**src/rtl/uart_rx_oversampled.sv**
```systemverilog
// 8N1 UART receiver with an internal oversampling tick divider.
// Bytes are presented through a valid/ack holding register with sticky overrun and a framing-error pulse.
module uart_rx_oversampled #(
   parameter int TICK_DIV   = 2604,
   parameter int OVERSAMPLE = 8,
   parameter int DATA_BITS  = 8
) (
   input  logic                 clk,
   input  logic                 rst_n,
   input  logic                 rx,
   output logic [DATA_BITS-1:0] rx_data,
   output logic                 rx_valid,
   input  logic                 rx_ack,
   output logic                 overrun,
   output logic                 frame_err,
   output logic                 busy
);

   localparam int DIV_W = (TICK_DIV > 1) ? $clog2(TICK_DIV) : 1;
   localparam int OS_W  = $clog2(OVERSAMPLE);
   localparam int BIT_W = (DATA_BITS > 1) ? $clog2(DATA_BITS) : 1;

   localparam logic [DIV_W-1:0] DIV_LAST  = DIV_W'(TICK_DIV - 1);
   localparam logic [OS_W-1:0]  HALF_LAST = OS_W'(OVERSAMPLE / 2 - 1);
   localparam logic [OS_W-1:0]  FULL_LAST = OS_W'(OVERSAMPLE - 1);
   localparam logic [BIT_W-1:0] BITS_LAST = BIT_W'(DATA_BITS - 1);

   typedef enum logic [1:0] {IDLE, START, DATA, STOP} state_t;

   state_t               state;
   state_t               next_state;
   logic                 rx_meta;
   logic                 rx_s;
   logic                 rx_d;
   logic                 fall;
   logic [DIV_W-1:0]     div_cnt;
   logic                 tick;
   logic [OS_W-1:0]      tick_cnt;
   logic [BIT_W-1:0]     bit_cnt;
   logic [DATA_BITS-1:0] shreg;
   logic                 half_done;
   logic                 bit_done;
   logic                 phase_end;
   logic                 shift_en;
   logic                 load;
   logic                 bad_stop;

   // Synchroniser plus one delay stage for edge detection; idle-high reset
   always_ff @(posedge clk or negedge rst_n) begin
      if (!rst_n) begin
         rx_meta <= 1'b1;
         rx_s    <= 1'b1;
         rx_d    <= 1'b1;
      end else begin
         rx_meta <= rx;
         rx_s    <= rx_meta;
         rx_d    <= rx_s;
      end
   end

   assign fall      = !rx_s && rx_d;
   assign tick      = (div_cnt == DIV_LAST);
   assign half_done = tick && (tick_cnt == HALF_LAST);
   assign bit_done  = tick && (tick_cnt == FULL_LAST);

   always_ff @(posedge clk or negedge rst_n) begin
      if (!rst_n) begin
         state <= IDLE;
      end else begin
         state <= next_state;
      end
   end

   always_comb begin
      next_state = state;
      unique case (state)
         IDLE:  if (fall) next_state = START;
         START: if (half_done) next_state = rx_s ? IDLE : DATA;
         DATA:  if (bit_done && (bit_cnt == BITS_LAST)) next_state = STOP;
         STOP:  if (bit_done) next_state = IDLE;
         default: next_state = IDLE;
      endcase
   end

   always_comb begin
      busy      = (state != IDLE);
      phase_end = (next_state != state);
      shift_en  = (state == DATA) && bit_done;
      load      = (state == STOP) && bit_done && rx_s;
      bad_stop  = (state == STOP) && bit_done && !rx_s;
   end

   // Divider is parked at zero in IDLE so the first tick lands TICK_DIV cycles after the start edge
   always_ff @(posedge clk or negedge rst_n) begin
      if (!rst_n) begin
         div_cnt <= '0;
      end else if (state == IDLE || tick) begin
         div_cnt <= '0;
      end else begin
         div_cnt <= div_cnt + DIV_W'(1);
      end
   end

   always_ff @(posedge clk or negedge rst_n) begin
      if (!rst_n) begin
         tick_cnt <= '0;
         bit_cnt  <= '0;
         shreg    <= '0;
      end else begin
         if (state == IDLE || phase_end) begin
            tick_cnt <= '0;
         end else if (tick) begin
            tick_cnt <= (tick_cnt == FULL_LAST) ? '0 : tick_cnt + OS_W'(1);
         end
         if (state != DATA) begin
            bit_cnt <= '0;
         end else if (shift_en) begin
            bit_cnt <= bit_cnt + BIT_W'(1);
         end
         if (shift_en) begin
            shreg <= {rx_s, shreg[DATA_BITS-1:1]};
         end
      end
   end

   // A simultaneous ack consumes the old byte, so the new load is not an overrun
   always_ff @(posedge clk or negedge rst_n) begin
      if (!rst_n) begin
         rx_data   <= '0;
         rx_valid  <= 1'b0;
         overrun   <= 1'b0;
         frame_err <= 1'b0;
      end else begin
         frame_err <= bad_stop;
         if (load) begin
            rx_data  <= shreg;
            rx_valid <= 1'b1;
            if (rx_valid && !rx_ack) begin
               overrun <= 1'b1;
            end else if (rx_valid && rx_ack) begin
               overrun <= 1'b0;
            end
         end else if (rx_valid && rx_ack) begin
            rx_valid <= 1'b0;
            overrun  <= 1'b0;
         end
      end
   end

endmodule
```
**config.mk**
```make
export PLATFORM = sky130hd
export DESIGN_NAME = uart_rx_oversampled
export DESIGN_NICKNAME = d
export VERILOG_FILES = /design/src/rtl/uart_rx_oversampled.sv
export SDC_FILE = /design/constraint.sdc
export NUM_CORES = 1
export LEC_CHECK = 0
export ABC_AREA = 1
export BUFFER_PORTS_ARGS = -buffer_cell sky130_fd_sc_hd__buf_2
export CAP_MARGIN = 20
export CORE_MARGIN = 2
export CORE_UTILIZATION = 50
export CTS_CLUSTER_DIAMETER = 50
export CTS_CLUSTER_SIZE = 25
export DETAILED_ROUTE_END_ITERATION = 6
export PLACE_DENSITY = 0.74
export SYNTH_ARGS = -nofsm -noshare
export SYNTH_HDL_FRONTEND = slang
export SYNTH_SLANG_ARGS = --single-unit
```
**constraint.sdc**
```tcl
create_clock -name clk -period 2.9 [get_ports clk]
set_clock_uncertainty 0.1 [all_clocks]
set_input_delay 0 -clock clk [delete_from_list [all_inputs] [get_ports clk]]
set_output_delay 0 -clock clk [all_outputs]
set_load 0.01 [all_outputs]
```
==> metrics.csv, run 1 <==
metric,value,unit
pwr/cell area,523,nW/µm²
CP Cell Sequence,"ha_1, nand2_1, nor4_2, nand4_2, nand2_1, o21ai_2",
setup TNS,0,ps
Rel. slew slack,39.6,%
die area,4580,µm²
die width,67.7,µm
Leakage,1.10,nW
drt first pass iters,4,
Netlist cell types,33,
CP Data Required Time,2980,ps
Critical Path Source,div_cnt[0],
fraction of layout cells with a size suffix above 1,24.9,%
Critical Path Stages,6,
Worst-path clk slew,90,ps
CTS resizes,0,
sequential area share after synthesis,52.0,%
CTS buffer count,5,
fill count,354,
"Slowest-stage cell, CP",nand4_2,
Syn-to-layout area delta,11.5,%
Final period util,69.2,%
clock latency on the worst-skew pair,300,ps
clk sinks,42,
Crit Path Max Fanout,17,
residual DRC count,0,
first-pass GRT wire length,5490,µm
placed insts,280,
Clock Root Buffer,clkbuf_8,
crit path capture type,flop,
Critical Path Source Type,flop,
Slew @ Worst Pin,906,ps
diode count,0,
Synth Cell Area,2030,µm²
io pins,16,
r2r worst-path depth,6,
Pins Over Slew Limit,0,
#FFs+latches synth,42,
Most common cell on crit path,nand2_1,
Final Routed Wirelength,3210,µm
Vias/cell,4.81,
Mapped Nets,228,
Hold Crit Class,primary input to flop,
DP Wirelength,2300,µm
antenna violations before repair,0,
synth warn,0,
number of DRC markers in iteration 0,71,
CP Class,flop to flop,
H-tree depth,2,
Tmin final,2010,ps
Initial Util,51.4,%
row count,23,
"most common cell after layout, fill and taps aside",nand2_1,
WL/cell,11.0,µm
Top delay family on crit path,simple AND/OR/NAND/NOR gates,
crit path to,rx_data[1],
Crit Reg-Reg Endpoint,rx_data[1],
"Avg Cell Area, Syn",9.30,µm²
final hold violation count,0,
crit-path max cell delay,500,ps
endpoints failing setup,0,
clk buf depth,2,
Final Wtd Congestion,0.739,
final non-filler cell total,291,
Max-Cap Viols,0,
flip-flop and latch area,1050,µm²
global route overflow,0,
Die Ht,67.7,µm
CTS tree,built,
FMAX,498,MHz
FF-to-FF Start,div_cnt[0],
synthesized instance count,218,
status,"complete, no violations",
r2r setup slk,890,ps
Multi-input gate area,817,µm²
crit path buf inv count,0,
DRT antenna net count,0,
crit path DAT,2090,ps
pin count of the biggest net entering global routing,43,
Vias,1399,
vias in the first global route,1262,
IO Port Bufs,15,
VDD IR-drop max,272,µV
RSZ-0062 raised after global routing,no,
core area,3940,µm²
"commonest cells after routing, fill and taps aside","44 x nand2_1, 39 x dfrtp_1, 31 x inv_1",
nets,250,
gr usage total,16.1,%
==> state kept, by name, summed over array words and instances (netlist names), named ones only <==
name	cells
rx_data	8
tick_cnt	3
shreg	8
rx_d	1
rx_valid	1
rx_s	1
bit_cnt	3
rx_meta	1
state	2
div_cnt	12
frame_err	1
==> repair_timing <==
item / in CTS / in global routing
hold endpoints to repair: 42 / 0
hold buffers: 3 / 0
buffers inserted: 0 / 0
==> report_power, final <==
group	switching (mW)	internal [mW]	total (mW)
clock	0.214	0.174	0.388
sequential	0.0317	0.620	0.652
combinational	0.0892	0.0528	0.142
==> routing by layer <==
layer,track usage [%],routed length [µm]
met1,21.0,1620
met2,25.7,1450
met3,5.00,96
met4,4.59,39
met5,0,0
==> worst min-delay path by stage <==
stage | startpoint | end | cells past startpoint
after floorplan | rst_n | asynchronous set/reset pin | 0
after global placement | rx | rx_meta | 1
after detailed placement | rx | rx_meta | 1
after CTS | rx | rx_meta | 2
after global routing | rx | rx_meta | 2
final | rx | rx_meta | 2
==> metrics by stage <==
step / power [mW] / utilization, % / hold slack [ps] / setup WS (ps) / instance area [µm²]
after floorplan: 0.764 / - / -396 / 1270 / 2030
after global placement: 0.802 / 54.2 / 5.76 / 945 / 2140
after detailed placement: 0.805 / 54.2 / 6.86 / 854 / 2140
after CTS: 1.20 / 57.3 / 234 / 848 / 2260
after global routing: 1.25 / 57.3 / 239 / 657 / 2260
final: 1.18 / 57.3 / 246 / 893 / 2260
==> final cells by class <==
class	instances	area share, %
multi-input combinational	139	36.1
sequential	42	46.7
clock buffer	5	3.04
tap	50	2.77
timing repair buffer	18	4.65
inverter	34	5.64
clock inverter	3	1.11
==> cells by family after synthesis <==
logic type / count (synthesis) / share of synthesized area [%]
compound gates: 30 / 11.4
xor+xnor: 2 / 0.864
fa+ha+maj: 6 / 3.70
buf+inv: 37 / 7.65
flops: 42 / 52.0
simple gates: 101 / 24.4
==> Yosys cell counts <==
master,n,area (µm²)
inv_1,31,116
nor3b_1,3,22.5
xnor2_1,1,8.76
nand2_2,4,25.0
o21a_1,1,7.51
nor2_1,19,71.3
nor3_1,7,35.0
ha_1,6,75.1
dfrtp_1,39,976
a2111oi_0,1,8.76
o21ai_2,17,149
o41ai_1,1,8.76
nor3b_2,1,12.5
nor3_2,1,10.0
nor2_2,3,18.8
o21ai_1,1,5.00
buf_6,2,22.5
nor4_2,1,12.5
dfstp_2,3,78.8
clkinv_1,1,3.75
nor3_4,1,16.3
inv_2,2,7.51
nand4_2,1,12.5
nand4_1,2,12.5
a21oi_1,3,15.0
nand3_2,2,20.0
buf_2,1,5.00
nand3_1,12,60.1
a31o_2,1,8.76
o21ai_0,4,20.0
xor2_1,1,8.76
a21o_1,1,7.51
nand2_1,44,165
No activity file was read; power rests on OpenSTA's default activity.
==> inputs of run 2 (changes only) <==
Clock period 2.9 ns to 2.05 ns, I/O delays scaled along.
==> metrics.csv, run 2 (same netlist as run 1, synthesis figures left out) <==
metric,value,unit,change
Clock Root Buffer,clkbuf_8,,
Max-Cap Viols,0,,unchanged
Vias/cell,4.86,,+1.2%
Critical Path Source Type,flop,,
H-tree depth,2,,unchanged
flip-flop and latch area,1050,µm²,unchanged
DP Wirelength,2380,µm,+3.2%
Largest Register,div_cnt,,
nets,254,,+1.6%
Syn-to-layout area delta,13.0,%,
row count,23,,unchanged
CTS tree,built,,
drt first pass iters,4,,unchanged
biggest regs,"div_cnt x12, rx_data x8, shreg x8",,
Initial Util,51.4,%,unchanged
status,"complete, no violations",,
setup bufs post-CTS,0,,unchanged
setup slack after layout,228,ps,-665 ps
Vias,1435,,+2.6%
post-place setup slack,228,ps,-626 ps
residual DRC count,0,,unchanged
gr usage total,16.5,%,+0.44 points
FF-to-FF Start,tick_cnt[0],,
Critical Path Source,tick_cnt[0],,
Most common cell on crit path,ha_1,,
RSZ-0062 raised after global routing,no,,
routed length on met2,1470,µm,+1.4%
VDD IR-drop max,403,µV,+48%
CP Cell Sequence,"ha_1, ha_1, inv_1, nor3_4, nand2_2, nand2_1, o21ai_2",,
Die Ht,67.7,µm,unchanged
met3 routed WL,142,µm,+48%
"commonest cells after routing, fill and taps aside","44 x nand2_1, 39 x dfrtp_1, 31 x inv_1",,
CP Data Required Time,2130,ps,-850 ps
placed insts,284,,+1.4%
crit-path max cell delay,380,ps,-120 ps
vias in the first global route,1234,,-2.2%
Leakage,1.12,nW,+1.7%
pwr/cell area,734,nW/µm²,+40%
clk sinks,42,,unchanged
clk buf depth,2,,unchanged
uppermost routed layer,met4,,
WL/cell,11.2,µm,+1.4%
CP Class,flop to flop,,
max reg flops,12,,unchanged
die area,4580,µm²,unchanged
Top delay family on crit path,simple AND/OR/NAND/NOR gates,,
Fin Hold WS,10.7,ps,-235 ps
first-pass GRT wire length,5510,µm,+0.38%
pin count of the biggest net entering global routing,30,,-30%
core area,3940,µm²,unchanged
final hold violation count,0,,unchanged
fraction of layout cells with a size suffix above 1,26.1,%,+1.2 points
fill count,347,,-2.0%
CTS resizes,0,,unchanged
IO Port Bufs,15,,unchanged
Tmin final,1820,ps,-185 ps
Worst-path clk slew,90,ps,about the same
Crit Path Max Fanout,17,,unchanged
Pins Over Slew Limit,0,,unchanged
Final Routed Wirelength,3300,µm,+2.8%
"Slowest-stage cell, CP",dfrtp_1,,
Final Wtd Congestion,0.750,,+1.4%
clock latency on the worst-skew pair,300,ps,about the same
number of DRC markers in iteration 0,80,,+13%
endpoints failing setup,0,,unchanged
io pins,16,,unchanged
Hold Crit Class,primary input to asynchronous set/reset pin,,
M1 wire length,1630,µm,+0.62%
"most common cell after layout, fill and taps aside",nand2_1,,
Multi-input gate area,817,µm²,unchanged
setup TNS,0,ps,unchanged
Slew @ Worst Pin,471,ps,-435 ps
CTS buffer count,5,,unchanged
antenna violations before repair,0,,unchanged
Final period util,88.9,%,+20 points
DRT antenna net count,0,,unchanged
crit path DAT,1900,ps,-190 ps
Rel. slew slack,68.5,%,+29 points
total power,1.68,mW,+42%
diode count,0,,unchanged
crit path buf inv count,1,,+1
final non-filler cell total,295,,+1.4%
die width,67.7,µm,unchanged
FMAX,549,MHz,+10%
crit path capture type,flop,,
global route overflow,0,,unchanged
run 2: cell count changes in the layout (fill, tap and decap cells not counted), sizes merged:
cell / delta
buf: +4
run 2: final timing paths:
| check | slack, ps | endpoint | depth (start not counted) |
|---|---|---|---|
| max in group asynchronous | 1130 | rx_d | 3 |
| min in group clk | 240 | rx_meta | 2 |
| worst min register to register | 260 | rx_s | 0 |
| worst max register to register | 230 | shreg[0] | 7 |
| worst min-delay path | 10 | bit_cnt[0] | 2 |
| worst max-delay path | 230 | shreg[0] | 7 |
run 2: power by group:
part | switching (mW) | internal [mW]
Sequential | 0.0478 | 0.877
Combinational | 0.127 | 0.0795
Clock | 0.305 | 0.246
Total | 0.480 | 1.20
run 2: repair_timing:
item                       CTS  global route
hold endpoints to repair    44             0
hold buffers                 3             0
setup endpoints to repair    0             0
run 2: per-stage QoR:
| stage | util [%] | area (µm²) |
|---|---|---|
| floorplan | - | 2030 |
| global placement | 55.0 | 2170 |
| detailed placement | 55.0 | 2170 |
| CTS | 58.1 | 2290 |
| global route | 58.1 | 2290 |
| finish | 58.1 | 2290 |
run 2: layout make-up:
type	count	area share, %
multi-input combinational	139	35.7
tap	50	2.73
timing repair buffer	22	5.90
clock inverter	3	1.09
clock buffer	5	3.00
inverter	34	5.57
sequential	42	46.0
run 2: worst register-to-register path, cell delays in order (launching register included):
cell	delay, ps
dfrtp_1	380
ha_1	180
ha_1	230
inv_1	100
nor3_4	220
nand2_2	270
nand2_1	160
o21ai_2	60
run 2: routing by layer:
layer / vias to the layer above / track usage [%]
li1: 749 / -
met1: 655 / 21.8
met2: 26 / 24.9
met3: 5 / 5.00
met4: 0 / 7.65
met5: - / 0
